--- src/rtl/blk_rx_frame.sv ---
`default_nettype none
// ============================================================================
// Module      : blk_rx_frame
// Description : UART 8N1 receive path. Received bytes are written to the
//               frame memory at consecutive addresses from 0. A frame closes
//               on an idle gap or on the length cap, and o_mem_wdone then
//               carries the byte count to the transmit side.
// Revision    : 1.0 - initial release
// ============================================================================
module blk_rx_frame #(
  parameter int unsigned CLKS_PER_BIT = 868,
  parameter int unsigned IDLE_BITS    = 20,
  parameter int unsigned MAX_BYTES    = 1023
) (
  input  logic       i_clk,
  input  logic       i_reset,
  input  logic       i_uart_rx,
  output logic       o_mem_wen,
  output logic [9:0] o_mem_waddr,
  output logic [7:0] o_mem_wdata,
  output logic       o_mem_wdone,
  output logic [9:0] o_mem_byte,
  output logic       o_frame_err,
  output logic       o_busy
);

  // --------------------------------------------------------------------------
  // Constants
  // --------------------------------------------------------------------------
  localparam int unsigned c_CNT_W = (CLKS_PER_BIT > 1) ? $clog2(CLKS_PER_BIT) : 1;

  localparam logic [c_CNT_W-1:0] c_CNT_ONE  = c_CNT_W'(1);
  localparam logic [c_CNT_W-1:0] c_CNT_LAST = c_CNT_W'(CLKS_PER_BIT - 1);
  // Start bit is re-checked half a bit in, so every later sample is mid-bit.
  localparam logic [c_CNT_W-1:0] c_CNT_HALF = c_CNT_W'((CLKS_PER_BIT - 1) / 2);

  localparam logic [2:0]  c_IDX_ONE   = 3'd1;
  localparam logic [2:0]  c_IDX_LAST  = 3'd7;
  localparam logic [9:0]  c_CNT10_ONE = 10'd1;
  localparam logic [9:0]  c_MAX_BYTES = 10'(MAX_BYTES);
  localparam logic [19:0] c_TMR_ONE   = 20'd1;
  // Timeout fires on the cycle the timer would reach IDLE_BITS*CLKS_PER_BIT.
  localparam logic [19:0] c_IDLE_LAST = 20'(IDLE_BITS * CLKS_PER_BIT - 1);

  typedef enum logic [1:0] {
    S_IDLE  = 2'd0,
    S_START = 2'd1,
    S_DATA  = 2'd2,
    S_STOP  = 2'd3
  } state_t;

  // --------------------------------------------------------------------------
  // Signals
  // --------------------------------------------------------------------------
  logic               r_rx_meta;
  logic               r_rx_s;

  state_t             r_state;
  state_t             w_state_nxt;
  logic [c_CNT_W-1:0] r_cnt;
  logic [c_CNT_W-1:0] w_cnt_nxt;
  logic [2:0]         r_idx;
  logic [2:0]         w_idx_nxt;
  logic [7:0]         r_shift;
  logic [7:0]         w_shift_nxt;

  logic               w_start_det;
  logic               w_byte_valid;
  logic               w_frame_err;

  logic [9:0]         r_count;
  logic [19:0]        r_timer;
  logic               w_timeout;
  logic               w_cap;
  logic               w_close;

  logic               r_wen;
  logic [9:0]         r_waddr;
  logic [7:0]         r_wdata;
  logic               r_wdone;
  logic [9:0]         r_byte;
  logic               r_err;

  // --------------------------------------------------------------------------
  // Two-flop synchronizer; resets to the idle (high) line level
  // --------------------------------------------------------------------------
  always_ff @(posedge i_clk or negedge i_reset) begin
    if (!i_reset) begin
      r_rx_meta <= 1'b1;
      r_rx_s    <= 1'b1;
    end else begin
      r_rx_meta <= i_uart_rx;
      r_rx_s    <= r_rx_meta;
    end
  end

  // --------------------------------------------------------------------------
  // Bit FSM state, bit-time counter, bit index and shift register
  // --------------------------------------------------------------------------
  always_ff @(posedge i_clk or negedge i_reset) begin
    if (!i_reset) begin
      r_state <= S_IDLE;
      r_cnt   <= '0;
      r_idx   <= '0;
      r_shift <= '0;
    end else begin
      r_state <= w_state_nxt;
      r_cnt   <= w_cnt_nxt;
      r_idx   <= w_idx_nxt;
      r_shift <= w_shift_nxt;
    end
  end

  // --------------------------------------------------------------------------
  // Bit FSM next-state and per-byte events
  // --------------------------------------------------------------------------
  always_comb begin
    w_state_nxt  = r_state;
    w_cnt_nxt    = r_cnt;
    w_idx_nxt    = r_idx;
    w_shift_nxt  = r_shift;
    w_start_det  = 1'b0;
    w_byte_valid = 1'b0;
    w_frame_err  = 1'b0;

    case (r_state)
      S_IDLE: begin
        if (!r_rx_s) begin
          w_state_nxt = S_START;
          w_cnt_nxt   = '0;
          w_start_det = 1'b1;
        end
      end

      S_START: begin
        if (r_cnt == c_CNT_HALF) begin
          w_cnt_nxt = '0;
          w_idx_nxt = '0;
          // Line back high at mid start bit: a glitch, silently ignored.
          w_state_nxt = r_rx_s ? S_IDLE : S_DATA;
        end else begin
          w_cnt_nxt = r_cnt + c_CNT_ONE;
        end
      end

      S_DATA: begin
        if (r_cnt == c_CNT_LAST) begin
          w_cnt_nxt   = '0;
          w_shift_nxt = {r_rx_s, r_shift[7:1]};  // LSB arrives first
          if (r_idx == c_IDX_LAST) begin
            w_state_nxt = S_STOP;
          end else begin
            w_idx_nxt = r_idx + c_IDX_ONE;
          end
        end else begin
          w_cnt_nxt = r_cnt + c_CNT_ONE;
        end
      end

      S_STOP: begin
        if (r_cnt == c_CNT_LAST) begin
          w_cnt_nxt   = '0;
          w_state_nxt = S_IDLE;
          if (r_rx_s) begin
            w_byte_valid = 1'b1;
          end else begin
            w_frame_err = 1'b1;
          end
        end else begin
          w_cnt_nxt = r_cnt + c_CNT_ONE;
        end
      end

      default: begin
        w_state_nxt = S_IDLE;
        w_cnt_nxt   = '0;
      end
    endcase
  end

  // --------------------------------------------------------------------------
  // Frame closure conditions
  // --------------------------------------------------------------------------
  always_comb begin
    // A start detected on the terminal cycle keeps the frame open.
    w_timeout = (r_state == S_IDLE) && (r_count != '0) && !w_start_det &&
                (r_timer == c_IDLE_LAST);
    // Count only sits at the cap for the one cycle after the capping write.
    w_cap     = (r_count == c_MAX_BYTES);
    w_close   = w_timeout || w_cap;
  end

  // --------------------------------------------------------------------------
  // Idle timer: runs only while idle inside an open frame
  // --------------------------------------------------------------------------
  always_ff @(posedge i_clk or negedge i_reset) begin
    if (!i_reset) begin
      r_timer <= '0;
    end else if (w_start_det || w_close) begin
      r_timer <= '0;
    end else if ((r_state == S_IDLE) && (r_count != '0)) begin
      r_timer <= r_timer + c_TMR_ONE;
    end
  end

  // --------------------------------------------------------------------------
  // Frame byte count
  // --------------------------------------------------------------------------
  always_ff @(posedge i_clk or negedge i_reset) begin
    if (!i_reset) begin
      r_count <= '0;
    end else if (w_close) begin
      r_count <= '0;
    end else if (w_byte_valid) begin
      r_count <= r_count + c_CNT10_ONE;
    end
  end

  // --------------------------------------------------------------------------
  // Memory write port; address and data hold between writes
  // --------------------------------------------------------------------------
  always_ff @(posedge i_clk or negedge i_reset) begin
    if (!i_reset) begin
      r_wen   <= 1'b0;
      r_waddr <= '0;
      r_wdata <= '0;
    end else begin
      r_wen <= w_byte_valid;
      if (w_byte_valid) begin
        r_waddr <= r_count;
        r_wdata <= r_shift;
      end
    end
  end

  // --------------------------------------------------------------------------
  // Frame-complete handshake, held byte count and framing-error pulse
  // --------------------------------------------------------------------------
  always_ff @(posedge i_clk or negedge i_reset) begin
    if (!i_reset) begin
      r_wdone <= 1'b0;
      r_byte  <= '0;
      r_err   <= 1'b0;
    end else begin
      r_wdone <= w_close;
      r_err   <= w_frame_err;
      if (w_close) begin
        r_byte <= r_count;
      end
    end
  end

  // --------------------------------------------------------------------------
  // Outputs
  // --------------------------------------------------------------------------
  assign o_mem_wen   = r_wen;
  assign o_mem_waddr = r_waddr;
  assign o_mem_wdata = r_wdata;
  assign o_mem_wdone = r_wdone;
  assign o_mem_byte  = r_byte;
  assign o_frame_err = r_err;
  assign o_busy      = (r_state != S_IDLE) || (r_count != '0);

endmodule
`default_nettype wire

--- config.mk ---
export PLATFORM = sky130hd
export DESIGN_NAME = blk_rx_frame
export DESIGN_NICKNAME = d
export VERILOG_FILES = /design/src/rtl/blk_rx_frame.sv
export SDC_FILE = /design/constraint.sdc
export NUM_CORES = 1
export LEC_CHECK = 0
export ABC_AREA = 1
export ABC_CLOCK_PERIOD_IN_PS = 1750
export BUFFER_PORTS_ARGS = -buffer_cell sky130_fd_sc_hd__buf_2
export CAP_MARGIN = 20
export CORE_MARGIN = 2
export CORE_UTILIZATION = 45
export CTS_BUF_LIST = sky130_fd_sc_hd__clkbuf_4 sky130_fd_sc_hd__clkbuf_8
export DETAILED_ROUTE_END_ITERATION = 10
export PLACE_DENSITY = 0.65
export SLEW_MARGIN = 15
export SYNTH_ARGS = -nofsm -noshare
export SYNTH_HDL_FRONTEND = slang
export SYNTH_SLANG_ARGS = --single-unit
export TNS_END_PERCENT = 30
--- constraint.sdc ---
create_clock -name i_clk -period 1.75 [get_ports i_clk]
set_clock_uncertainty 0.1 [all_clocks]
set_input_delay 0.0875 -clock i_clk [delete_from_list [all_inputs] [get_ports i_clk]]
set_output_delay 0.0875 -clock i_clk [all_outputs]
set_load 0.005 [all_outputs]
== After elaboration in Yosys (flattened, before gate mapping) ==
Cells that the tools add are included.
Storage, ports and cells
  flip-flop bits (word level): 86
  bits of input ports: 3
  output and inout bits: 32
  logic and storage cells: 75
Cells by class
  $add $sub $neg: 4
  equal/unequal tests: 14
  multiplexer cells: 26
  reduce and logical (&&, ||, !) cells: 17
Operators by type and width (count)
  $mux W10: 5
  $mux W20: 2
  $pmux W10 S3: 1
  $add A10 B1 Y10 const B: 2
  $add A20 B1 Y20 const B: 1
  $eq A10 B10 Y1 const B: 2
  $eq A20 B15 Y1 const B: 1
  $mux W2: 6
  $ne A2 B2 Y1 const B: 6
  $eq A10 B9 Y1 const B: 1
  $reduce_bool A10 Y1: 1
  $mux W3: 3
  $pmux W2 S4: 1
  $reduce_bool A2 Y1: 4
  $mux W1: 7
  $pmux W3 S2: 1
  $reduce_and A5 Y1: 1
  $eq A2 B2 Y1 const B: 2
  $reduce_and A4 Y1: 1
  $add A3 B1 Y3 const B: 1
  $eq A3 B3 Y1 const B: 1
  $logic_and A1 B1 Y1: 3
  $logic_or A1 B1 Y1: 3
  $eq A2 B1 Y1 const B: 1
  4 further kinds: 4

== Longest topological paths before layout ==
  depth after elaboration: 8
  mapped depth: 12
  mapped depth without buffers: 11

== Worst setup path before layout ==
Ideal clock, no wire load.
  path type: register to register
  from: reg r_count[0]
  to: reg r_timer[10]
  library setup time: 71 ps
  arrival: 1565 ps
  required time: 1579 ps
  path slack: 14 ps
  stages on the path, launching flop included: 12
  path buffers: 1
  period minus slack after synthesis: 1736 ps
  path through: dfrtp_1 > inv_1 > ha_1 > inv_1 > nor2_1 > nand3_1 > o21ai_1 > nor2_1 > nor2_4 > nand2_1 > buf_4 > nor2_1
On the way
  word-level cells in the longest chain between the ends: 7
  elaborated cells between the ends (all ways): 9
  those cells by class: 1 x eq/ne; 1 x mux; 7 x reduce/logical
Ends and longest elaborated chain
  start: declaration: line 71  | logic [9:0] r_count;
  start signal: assignment: line 215  | r_count <= r_count + c_CNT10_ONE;
  $reduce_bool A10 Y1: line 186, 201
  $logic_and A1 B1 Y1: line 186, 201
  $logic_and A1 B1 Y1 (2 in series): line 186  | w_timeout = (r_state == S_IDLE) && (r_count != '0) && !w_start_det &&
  $logic_or A1 B1 Y1: line 190  | w_close = w_timeout || w_cap;
  $logic_or A1 B1 Y1: line 199  | end else if (w_start_det || w_close) begin
  $mux W20 or $reduce_bool A2 Y1 (tied branches)
  end signal: assignment: line 202  | r_timer <= r_timer + c_TMR_ONE;
  end: declaration: line 72  | logic [19:0] r_timer;
Several ways; a longest one is shown, not always the timed one.
A chain may end at the register's enable or synchronous reset.

== Worst setup path in the final report ==
  from: reg r_count[1]
  to: out o_busy
On the way
  word-level cells in the longest chain between the ends: 2
Ends and longest elaborated chain
  $reduce_bool A10 Y1: line 262  | assign o_busy = (r_state != S_IDLE) || (r_count != '0);
  $logic_or A1 B1 Y1: line 262
  end: declaration: line 24  | output logic o_busy
No other way between the ends.

==> reports/metrics.cfg <==
[cts]
clockBufferDepth=2
cts_sinks=86
cts_buffers=9
cts.clk_slew.worst_paths_ns=0.10
h-tree-depth=3
cts_tree=done
cts-root-buf=clkbuf_8
worstSkewPairLatency_ns=0.36

[critical_path]
crit_required_ns=1.56
cp-end-kind=primary output
cp_max_fo=2
criticalPathCategory=reg2out
startpoint_type=flip-flop
worstPathArrival_ns=1.68

[route]
num_vias=3743
dr.max_layer_used=met4
drt_iter0_drc=156
vias_per_cell=5.01
met3WireLength_um=385
ant_nets=0
drt-total-wl_mm=9.63
wl_met2_mm=4.77
drt-met1-wl_mm=4.41
drc=0
drt_pass1_iterations=7
post_drt_wl_per_cell_um=12.9

[logic_synthesis]
ys_types=27
synthArstFlopShare_pct=100
synth_top_cells_by_count=nand2_1, nor2_1, dfrtp_1
ys_top_cells_by_area=dfrtp_1, nand2_1, nor2_1
synth_top_cell_by_area=dfrtp_1
yosysWarnings=0
ys_ff_latch=86
syn_avg_cell_area_um2=7.91
yosys.area.top_type_share_pct=49.8
seq_area_frac_synth_pct=51.0
syn-num-nets=544
synth_edf_count=0
synth_area_um2=4220
synth_cells=534
ys.flop_type=dfrtp_1
synth.most_common_cell=nand2_1

[power_and_ir_drop]
power_density_nw_per_um2=629
p_leak_nw=2.76
peakVddDrop_mv=0.526

[layout]
antennaDiodeCount=0
fillers=821
area.sequential_um2=2150
fin_util_pct=58.9
final_cell_area_um2=5390
nNetsFinal=641
multiInputGateArea_um2=1910
areaGrowthSynthToFinish_pct=27.6
layout-drive-gt1-share_pct=25.5

[sta]
maxClockFrequency_mhz=536
max_slew_margin_pct=76.6
finalMaxSlewViolations=0
period_minus_slack_ns=1.87
worst_slack_ns=-0.116
finalSetupViolCount=40
grt_setup_unrepaired=true
hold_viol=0
worst_pin_slew_ns=0.351
fin_crit_sh_pct=107

[placement]
hpwl_mm=6.46
io_buffers=34
gp_congestion=0.866
place_area_um2=4840

[global_routing]
antenna_found_initial=0
grt.overflow.total=0
grt_max_degree=42
grt_pass1_vias=3460
grtUsageTotal_pct=18.7
grt_pass1_wl_mm=15.4

[floorplan]
die_w_um=101
dieArea_um2=10200
ios=35
rows=35
coreArea_um2=9150
dieHeight_um=101
start_util_pct=46.1

[status]
status=complete, but fails checks
violations=setup timing

[run]
drv_cap=0

[min_path]
holdCritPathClass=in2async

==> layout by cell type, fill, tap and decap left out, types with 6 or more instances in the layout <==
master,instances
dfrtp_1,84
nor2_1,72
clkbuf_8,11
nor2_2,16
inv_2,6
nand3_1,28
nand2_1,135
o21ai_1,9
o21ai_0,32
inv_1,53
nand2_2,12
nand4_1,14
xnor2_1,8
a21oi_1,8
ha_1,6
buf_2,33
xor2_1,10
buf_4,50
==> power breakdown <==
group	switching (W)	internal, W	total [W]
clock network	0.000738	0.000604	0.00134
registers	0.00000107	0.00199	0.00199
logic	0.0000438	0.0000144	0.0000582
total	0.000783	0.00261	0.00339
==> cell families after synthesis <==
group	synth area share, %
compound gates	7.35
xor+xnor	3.73
flops	51.0
simple gates	28.7
buf+inv	7.11
fa+ha+maj	2.07
==> state kept, by name, summed over array words and instances (netlist names), named ones only <==
register and count:
o_mem_byte 10, r_rx_s 1, o_frame_err 1, r_state 1, o_mem_wdata 8, r_shift 8
r_cnt 10, r_count 10, o_mem_wen 1, o_mem_wdone 1, r_idx 3, r_timer 20
r_rx_meta 1, o_mem_waddr 10
==> routing by layer <==
| layer | global-route usage [%] | vias to the layer above |
|---|---|---|
| met5 | 0 | - |
| li1 | - | 1888 |
| met4 | 4.21 | 0 |
| met2 | 30.3 | 79 |
| met1 | 25.9 | 1765 |
| met3 | 4.16 | 11 |
==> final timing paths <==
kind / depth (start not counted) / start / slack (ns) / end
max: 9 / r_count[1] / -0.12 / o_busy
min: 2 / i_reset / 0.04 / r_count[3]
max reg2reg: 12 / r_count[1] / -0.10 / r_count[0]
min reg2reg: 0 / r_rx_meta / 0.26 / r_rx_s
max in group asynchronous: 3 / i_reset / 0.86 / o_mem_byte[1]
min in group i_clk: 0 / r_rx_meta / 0.26 / r_rx_s
==> worst max-delay path: stages (launching register included) <==
cell and delay [ns]:
dfrtp_1 0.40, inv_2 0.08, ha_4 0.13, inv_2 0.03, nor2_2 0.12, nand3_2 0.10, buf_6 0.13, nor2_4 0.14
nand2_2 0.08, buf_6 0.12
==> per-stage QoR <==
step / instances / power (W) / worst slack, ns / hold WS [ns] / setup TNS, ns
finish: 747 / 0.00339 / -0.116 / 0.0440 / -3.23
global route: 747 / 0.00352 / -0.222 / 0.0649 / -8.27
CTS: 737 / 0.00344 / -0.0584 / 0.0389 / -0.152
detailed placement: 714 / 0.00209 / -0.118 / -0.112 / -1.73
global placement: 714 / 0.00209 / -0.0276 / -0.116 / -0.0915
floorplan: 534 / 0.00203 / 0.0140 / -0.308 / 0
==> layout make-up <==
cell class | instances | area share [%]
clock buffers | 11 | 2.81
clock inverters | 5 | 0.766
inverters | 59 | 4.11
multi-input cells | 378 | 35.4
flip-flops and latches | 86 | 40.0
well taps | 111 | 2.58
repair buffers | 97 | 14.3
==> what timing repair did <==
item / in CTS / in global routing
setup buffers: 5 / 6
gates cloned: 0 / 4
resized for setup: 10 / 49
endpoints found under the hold margin: 87 / 0
endpoints found under the setup margin: 44 / 80
pin swaps: 1 / 12
hold buffers: 2 / 0
Power figures use the tool's default switching activity.
